--- config.mk ---
export PLATFORM = sky130hd
export DESIGN_NAME = ppu_fb_writer
export DESIGN_NICKNAME = d
export VERILOG_FILES = /design/src/rtl/ppu_pkg.sv /design/src/rtl/ppu_px_packer.sv /design/src/rtl/ppu_fb_writer.sv
export SDC_FILE = /design/constraint.sdc
export NUM_CORES = 1
export LEC_CHECK = 0
export ABC_AREA = 1
export CORE_ASPECT_RATIO = 1.1
export CORE_UTILIZATION = 55
export CTS_CLUSTER_DIAMETER = 40
export DETAILED_ROUTE_END_ITERATION = 6
export HOLD_SLACK_MARGIN = 0.15
export PLACE_DENSITY_LB_ADDON = 0.08
export SLEW_MARGIN = 20
export SYNTH_ARGS = -nofsm -noshare
export SYNTH_HDL_FRONTEND = slang
export SYNTH_SLANG_ARGS = --single-unit
--- constraint.sdc ---
create_clock -name clk -period 6.4 [get_ports clk]
set_input_delay 1.28 -clock clk [delete_from_list [all_inputs] [get_ports clk]]
set_output_delay 1.28 -clock clk [all_outputs]
set_load 0.02 [all_outputs]
--- src/rtl/ppu_pkg.sv ---
// Shared PPU definitions: mode/state encodings, frame geometry and small helpers
// used by both the PPU core and the framebuffer writer.
package ppu_pkg;

    typedef enum logic [1:0] {
        H_BLANK = 2'd0,
        V_BLANK = 2'd1,
        SCAN    = 2'd2,
        DRAW    = 2'd3
    } PPU_MODE_t;

    typedef enum logic [1:0] {
        FBW_IDLE   = 2'd0,
        FBW_ACTIVE = 2'd1,
        FBW_FLUSH  = 2'd2,
        FBW_COMMIT = 2'd3
    } FBW_STATE_t;

    localparam int H_PIXELS_DEF   = 160;
    localparam int V_LINES_DEF    = 144;
    localparam int BYTES_PER_LINE = 40;

    // Palette lookup: shade(i) = bgp[2i+1:2i]
    function automatic logic [1:0] bgp_shade(input logic [7:0] bgp, input logic [1:0] idx);
        return bgp[{idx, 1'b0} +: 2];
    endfunction

    // Byte offset of the start of line y: y*40 built from two shifts (y*32 + y*8)
    function automatic logic [12:0] line_base(input logic [7:0] y);
        return ({5'd0, y} << 5) + ({5'd0, y} << 3);
    endfunction

endpackage

--- src/rtl/ppu_px_packer.sv ---
// Palette-maps incoming colour indices and packs four 2-bit shades per byte.
// First pixel of a group lands in [7:6]; a flush emits a partially filled byte
// with the empty slots left at 2'b00.
module ppu_px_packer
    import ppu_pkg::*;
(
    input  logic       clk,
    input  logic       rst,
    input  logic       clear,
    input  logic       px_accept,
    input  logic [1:0] px_idx,
    input  logic [7:0] bgp,
    input  logic       flush,
    output logic       partial,
    output logic       byte_valid,
    output logic [7:0] byte_data
);

    logic [1:0] count;
    logic [7:0] pack;
    logic [7:0] pack_next;
    logic [1:0] shade;

    assign partial = (count != 2'd0);

    // Merge the shade of the current pixel into slot 3-count of the pack
    always_comb begin
        // NOTE: every combinational output gets a default first, so no path can infer a latch
        shade     = bgp_shade(bgp, px_idx);
        pack_next = pack;
        pack_next[{~count, 1'b0} +: 2] = shade;
    end

    // Pack register, slot counter and the byte strobe to the framebuffer
    always_ff @(posedge clk or posedge rst) begin
        if (rst) begin
            count      <= 2'd0;
            pack       <= 8'd0;
            byte_valid <= 1'b0;
            byte_data  <= 8'd0;
        end else begin
            // NOTE: non-blocking assignments so every register samples pre-edge values
            byte_valid <= 1'b0;
            if (clear) begin
                count <= 2'd0;
                pack  <= 8'd0;
            end else if (px_accept) begin
                count <= count + 2'd1;
                if (count == 2'd3) begin
                    byte_valid <= 1'b1;
                    byte_data  <= pack_next;
                    pack       <= 8'd0;
                end else begin
                    pack <= pack_next;
                end
            end else if (flush && partial) begin
                byte_valid <= 1'b1;
                byte_data  <= pack;
                pack       <= 8'd0;
                count      <= 2'd0;
            end
        end
    end

endmodule

--- src/rtl/ppu_fb_writer.sv ---
// Framebuffer writer: follows PPU_MODE to track the pixel position, drives the
// packer, generates byte addresses and flips ping-pong banks once per frame so
// the display side always reads a finished frame.
module ppu_fb_writer
    import ppu_pkg::*;
#(
    parameter int H_PIXELS   = H_PIXELS_DEF,
    parameter int V_LINES    = V_LINES_DEF,
    parameter bit DOUBLE_BUF = 1'b1
) (
    input  logic        clk,
    input  logic        rst,
    input  logic        LCD_EN,
    input  logic [1:0]  PPU_MODE,
    input  logic [1:0]  PX_IN,
    input  logic        PX_valid,
    input  logic [7:0]  BGP,
    output logic        FB_WE,
    output logic [13:0] FB_ADDR,
    output logic [7:0]  FB_DATA,
    output logic        DISP_BANK,
    output logic        LINE_DONE,
    output logic        FRAME_DONE,
    output logic        OVERFLOW
);

    localparam logic [7:0] X_MAX  = 8'(H_PIXELS);
    localparam logic [7:0] Y_LAST = 8'(V_LINES - 1);

    FBW_STATE_t  state;
    PPU_MODE_t   mode;
    logic [7:0]  x;
    logic [7:0]  y;
    logic        wr_bank;
    logic        in_draw;
    logic        x_full;
    logic        px_accept;
    logic        flush;
    logic        partial;
    logic [12:0] byte_addr;

    assign mode      = PPU_MODE_t'(PPU_MODE);
    assign in_draw   = (mode == DRAW);
    assign x_full    = (x >= X_MAX);
    assign px_accept = LCD_EN && (state == FBW_ACTIVE) && in_draw && PX_valid && !x_full;
    assign flush     = LCD_EN && (state == FBW_FLUSH);
    // Byte holding pixel x of line y; valid both for a full group (x before
    // increment) and for a flush (x after the last partial pixel)
    assign byte_addr = line_base(y) + {7'd0, x[7:2]};

    ppu_px_packer u_packer (
        .clk        (clk),
        .rst        (rst),
        .clear      (!LCD_EN),
        .px_accept  (px_accept),
        .px_idx     (PX_IN),
        .bgp        (BGP),
        .flush      (flush),
        .partial    (partial),
        .byte_valid (FB_WE),
        .byte_data  (FB_DATA)
    );

    // Line/frame FSM with x/y tracking, address capture, bank control and pulses
    always_ff @(posedge clk or posedge rst) begin
        if (rst) begin
            state      <= FBW_IDLE;
            x          <= 8'd0;
            y          <= 8'd0;
            wr_bank    <= 1'b0;
            DISP_BANK  <= 1'b1;
            FB_ADDR    <= 14'd0;
            LINE_DONE  <= 1'b0;
            FRAME_DONE <= 1'b0;
            OVERFLOW   <= 1'b0;
        end else begin
            LINE_DONE  <= 1'b0;
            FRAME_DONE <= 1'b0;

            if (LCD_EN && (state == FBW_ACTIVE) && in_draw && PX_valid && x_full)
                OVERFLOW <= 1'b1;

            if (!LCD_EN) begin
                // Abort: drop the line, keep banks and the display side untouched
                state <= FBW_IDLE;
                x     <= 8'd0;
                y     <= 8'd0;
            end else begin
                case (state)
                    FBW_IDLE: begin
                        if (mode == V_BLANK)
                            y <= 8'd0;
                        if (in_draw)
                            state <= FBW_ACTIVE;
                    end
                    FBW_ACTIVE: begin
                        if (!in_draw) begin
                            state <= FBW_FLUSH;
                        end else if (px_accept) begin
                            x <= x + 8'd1;
                            if (x[1:0] == 2'd3)
                                FB_ADDR <= {wr_bank, byte_addr};
                        end
                    end
                    FBW_FLUSH: begin
                        if (partial)
                            FB_ADDR <= {wr_bank, byte_addr};
                        state <= FBW_COMMIT;
                    end
                    FBW_COMMIT: begin
                        LINE_DONE <= 1'b1;
                        x         <= 8'd0;
                        state     <= FBW_IDLE;
                        if (y == Y_LAST) begin
                            FRAME_DONE <= 1'b1;
                            y          <= 8'd0;
                            DISP_BANK  <= wr_bank;
                            if (DOUBLE_BUF)
                                wr_bank <= ~wr_bank;
                        end else begin
                            y <= y + 8'd1;
                        end
                    end
                    default: state <= FBW_IDLE;
                endcase
            end
        end
    end

endmodule

Yosys cells after proc, flatten, opt, wreduce, memory -nomap -nowiden

Index checks and enable logic that the tools add are counted.
W data, S select, Z words.

Register bits after elaboration: 56
Input port bits: 16
Output and inout port bits: 27

$add $sub $neg: 6
Order comparisons: 1
Equal/unequal tests: 21
Shifts and indexed selects: 3
Muxes and demuxes: 37
Bitwise logic cells: 2
Reductions and logical operators: 18

Operator list:

| cell                    | number |
|---|---|
| $mux W8                 | 13 |
| $mux W14                | 4 |
| $pmux W8 S2             | 2 |
| $pmux W14 S2            | 1 |
| $add A8 B1 Y8 const B   | 2 |
| $ne A3 B3 Y1 const B    | 5 |
| $add A13 B11 Y13        | 1 |
| $add A13 B6 Y13         | 1 |
| $mux W2                 | 6 |
| $eq A2 B2 Y1 const B    | 5 |
| $mux W1                 | 9 |
| $ne A3 B1 Y1 const B    | 3 |
| $reduce_and A3 Y1       | 3 |
| $bwmux W8               | 1 |
| $eq A8 B8 Y1 const B    | 1 |
| $ge A8 B8 Y1 const B    | 1 |
| $pmux W2 S4             | 1 |
| $shift A2 B5 Y8 const A | 1 |
| $shiftx A2 B5 Y8        | 1 |
| $shiftx A8 B4 Y2        | 1 |
| $logic_and A1 B1 Y1     | 7 |
| $ne A2 B1 Y1 const B    | 3 |
| $reduce_and A6 Y1       | 1 |
| $reduce_bool A2 Y1      | 3 |
| other kinds (9)         | 12 |

Longest topological paths before layout

Depth after elaboration: 9
Mapped depth: 13
Gate-level depth less buffers: 12

By module

From an unflattened synthesis, not the netlist that was laid out.

Cell total of the unflattened synthesis: 469
Area total of the unflattened synthesis: 3533.4 um^2

By module, submodules not included:

| module        | times used | cells each | area each (um^2) |
|---|---|---|---|
| ppu_fb_writer | 1          | 314        | 2408.6 |
| ppu_px_packer | 1          | 155        | 1124.8 |

Least setup slack after synthesis

Ideal clock, no wire load.

Path type: in2reg
From: input port LCD_EN
To: register FB_ADDR[11]
Arrival: 2.283 ns
Required time: 6.278 ns
Slack: 3.996 ns
Stages on the path: 12
Path buffers: 3
Cells stage by stage: buf_6 > nand2_2 > nor2_4 > nand3_2 > inv_2 > buf_6 > nand2_2 > nand2_2 > nand2_4 > buf_6 > nand2_1 > o21ai_1

Word-level cells in the longest chain between the ends: 6

RTL lines:

| what                                 | RTL line             | source |
|---|---|---|
| start, declared                      | ppu_fb_writer.sv:13  | `input logic LCD_EN,` |
| $logic_and A1 B1 Y1 (4 in a row)     | ppu_fb_writer.sv:45  | `assign px_accept = LCD_EN && (state == FBW_ACTIVE) && in_draw && PX_valid && !x_full;` |
| $ne A2 B2 Y1 (no source line)        | --                   |  |
| $reduce_and A6 Y1 (no source line) * | --                   |  |
| end signal, assigned                 | ppu_fb_writer.sv:102 | `FB_ADDR <= {wr_bank, byte_addr};` |
| end signal, assigned                 | ppu_fb_writer.sv:107 | `FB_ADDR <= {wr_bank, byte_addr};` |
| end, declared                        | ppu_fb_writer.sv:19  | `output logic [13:0] FB_ADDR,` |

Every way passes the cells marked *; elsewhere a longest branch is shown, timed or not.
A chain may end at the register's enable or synchronous reset.

Final worst setup path

From: input port LCD_EN
To: register u_packer.byte_data[6]

Word-level cells in the longest chain between the ends: 6
Elaborated cells between the ends (all ways): 10
Those cells by class: eq/ne: 1; mux: 1; reduce/logical: 8

RTL lines:

| what                                                                | RTL line            | source |
|---|---|---|
| $logic_and A1 B1 Y1 (4 in a row)                                    | ppu_fb_writer.sv:45 |  |
| $ne A2 B1 Y1 (no source line) or $reduce_bool A2 Y1 (tied branches) | --                  |  |
| $reduce_and A3 Y1 (no source line)                                  | --                  |  |
| end signal, assigned                                                | ppu_px_packer.sv:51 | `byte_data <= pack_next;` |
| end signal, assigned                                                | ppu_px_packer.sv:58 | `byte_data <= pack;` |
| end, declared                                                       | ppu_px_packer.sv:16 | `output logic [7:0] byte_data` |

Several ways; a longest one is shown, not always the timed one.

==> results.sh <==
export IMPL_grt_first_pass_wirelength_um=11900
export IMPL_max_freq_mhz=274.7
export IMPL_clockRootBuffer="clkbuf_8"
export IMPL_core_area_um2=5914
export IMPL_overflow=0
export IMPL_worst_slew_pin_slew_ns=0.7429
export IMPL_path_max_fanout=19
export IMPL_drc_errors=0
export IMPL_synth_edf_count=0
export IMPL_grt_usage=0.2269
export IMPL_ys_flop_type="dfrtp_1"
export IMPL_slew_violations=0
export IMPL_crit_type="input port to flip-flop"
export IMPL_hold_depth=2
export IMPL_drtIter0Drc=135
export IMPL_regToRegStartpoint="state[1]"
export IMPL_synth_seq_cells=56
export IMPL_cap_violations=0
export IMPL_synth_top_cell_area_share=0.3988
export IMPL_drt_pass1_iterations=4
export IMPL_powerDensity_nw_per_um2=203.6
export IMPL_die_y_um=85.08
export IMPL_setup_viol=0
export IMPL_syn_area_um2=3451
export IMPL_place_hpwl_um=5200
export IMPL_worstSetupStartpointType="input port"
export IMPL_final_nets=527
export IMPL_cts_tree="done"
export IMPL_clkPwrFrac=0.251
export IMPL_vias=2903
export IMPL_gp_congestion=0.8992
export IMPL_worstSkewPairLatency_ns=0.31
export IMPL_hold_start="DISP_BANK"
export IMPL_synth_async_sr_flop_share=1.000
export IMPL_status="completed"
export IMPL_fillers=509
export IMPL_grt_max_degree=57
export IMPL_row_count=29
export IMPL_antenna_cells=0
export IMPL_yosysMostFrequentCell="nand2_1"
export IMPL_arrival_ns=3.86
export IMPL_yosysSeqAreaShare=0.4065
export IMPL_worstHoldPathType="flip-flop to flip-flop"
export IMPL_initial_core_util=0.5835
export IMPL_r2r_setup_slack_ns=3.98
export IMPL_areaGrowthSynthToFinish_pct=16.13
export IMPL_utilization=0.6776
export IMPL_routedWlPerCell_um=12.25
export IMPL_post_route_min_period_ns=3.640
export IMPL_hold_end="DISP_BANK"
export IMPL_fp_dieW_um=77.53
export IMPL_drive_gt1_frac=0.08075
export IMPL_grt_pass1_vias=2755
export IMPL_post_cts_resized=0
export IMPL_power_frac_comb=0.254
export IMPL_io_pins=43
export IMPL_yosysTopAreaCell="dfrtp_1"
export IMPL_cts_htree_levels=2
export IMPL_synthCells=440
export IMPL_reg2reg_to="u_packer.byte_data[6]"
export IMPL_hold_violations=0
export IMPL_clock_sink_count=56
export IMPL_vias_per_cell=5.184
export IMPL_reg2reg_depth=11
export IMPL_p_leak_nw=2.014
export IMPL_fin_crit_sh=0.5688
export IMPL_intPower_w=0.0005447
export IMPL_route_final_wire_length_um=6858
export IMPL_clk_path_buf_depth=2
export IMPL_synthTopCellsByArea="dfrtp_1, nand2_1, ha_1"
export IMPL_path_clk_slew_ns=0.10
export IMPL_ir_drop_mv=0.1155
export IMPL_cts_buffers=5
export IMPL_cts_hold_buf=0
export IMPL_cp_end_kind="flip-flop"
export IMPL_yosysWarnings=0
export IMPL_setup_tns_ns=0
export IMPL_pwr_share_seq=0.496
export IMPL_io_buffer_count=42
export IMPL_switching_share=0.3325
export IMPL_synth_common_cells="nand2_1, inv_1, dfrtp_1"
export IMPL_antenna_left=0
export IMPL_power_switching_w=0.0002713
export IMPL_avgSynthCellArea_um2=7.843
export IMPL_dieArea_um2=6595
export IMPL_synth_fp_nets=485
export IMPL_rsz0062_at_grt="no"
export IMPL_ys_types=37
export IMPL_slew_headroom=0.5032
export IMPL_crit_required_ns=6.62
export IMPL_cts_setup_buffers=0
export IMPL_antenna_found_initial=0
export IMPL_skew_ns=0.006057
worst max path at each step:
stage | startpoint | endpoint | slack (ns)
floorplan | rst | FB_ADDR[0] | 3.75
global placement | LCD_EN | u_packer.byte_data[6] | 2.56
detailed placement | LCD_EN | u_packer.byte_data[6] | 2.48
CTS | LCD_EN | u_packer.byte_data[6] | 2.79
global route | LCD_EN | u_packer.byte_data[6] | 2.57
finish | LCD_EN | u_packer.byte_data[6] | 2.76
per-stage QoR:
step           instances  setup slack [ns]  area, µm²  hold WS [ns]  total power (W)
4_1_cts              560             2.793       4008        0.4918        0.0008254
6_report             560             2.760       4008        0.4873        0.0008160
3_5_place_dp         552             2.476       3910        0.4655        0.0006202
3_3_place_gp         552             2.556       3910        0.4694        0.0006136
2_1_floorplan        440             3.750       3451        0.4685        0.0005569
5_1_grt              560             2.567       4008        0.5146        0.0008689
cells by family (layout without fill, tap and decap cells):
group | Yosys count | count (layout) | synth area share
AND/OR/NAND/NOR | 211 | 211 | 0.2698
buffers and inverters | 73 | 116 | 0.08956
AO/OA/AOI/OAI | 67 | 67 | 0.1146
flip-flops | 56 | 56 | 0.4065
adder cells (fa/ha/maj) | 29 | 29 | 0.1095
XOR/XNOR | 4 | 4 | 0.01015
routing by layer:
metal | vias up | global-route usage | share of wire
li1 | 1494 | - | -
met1 | 1347 | 0.2680 | 0.44
met2 | 53 | 0.4167 | 0.51
met3 | 9 | 0.03871 | 0.040
met4 | 0 | 0.07204 | 0.012
met5 | - | 0 | 0
critical path, cell delays in order:
cell and delay (ns):
clkdlybuf4s50_1 0.95, nand2_2 0.15, nor2_4 0.14, nand3_2 0.25
inv_2 0.26, nand2_1 0.13, nand2_1 0.37, inv_1 0.16
nand3_1 0.11, nand2_1 0.05
sequential cells by signal, indices dropped and copies added (netlist names):
name                 count
FB_ADDR                 14
u_packer.byte_data       8
u_packer.pack            8
x                        8
y                        8
state                    2
u_packer.count           2
DISP_BANK                1
FRAME_DONE               1
LINE_DONE                1
OVERFLOW                 1
u_packer.byte_valid      1
wr_bank                  1
placed cells by master, fill, tap and decap left out, drive strengths merged:
cell,count
inv,63
o21ai,41
dfrtp,55
ha,27
a21o,1
nand4,10
a31o,1
nand3b,1
nor3,7
clkbuf,6
nand3,35
o31ai,1
xor2,2
nor2,19
a21boi,2
nor3b,2
o211ai,2
clkinv,2
fa,2
clkinvlp,2
a21oi,16
buf,1
xnor2,2
nand2,135
dfstp,1
clkdlybuf4s50,42
o21bai,2
or2,2
o22ai,1
layout make-up:
cell class | count | area (µm²) | share of cell area
tap | 77 | 96.34 | 0.02404
clock buffer | 6 | 82.58 | 0.02061
inverter | 65 | 244.0 | 0.06088
sequential | 56 | 1403 | 0.3500
timing repair buffer | 43 | 427.9 | 0.1068
multi-input combinational | 311 | 1739 | 0.4340
clock inverter | 2 | 15.01 | 0.003746
power by group through the flow:
stage	logic (W)	clock network (W)	registers, W
4_1_cts	0.000210	0.000211	0.000404
6_report	0.000207	0.000205	0.000404
2_1_floorplan	0.000136	0	0.000421
3_3_place_gp	0.000204	0	0.000410
3_5_place_dp	0.000210	0	0.000410
5_1_grt	0.000233	0.000227	0.000409
(Power assumes the default switching activity.)
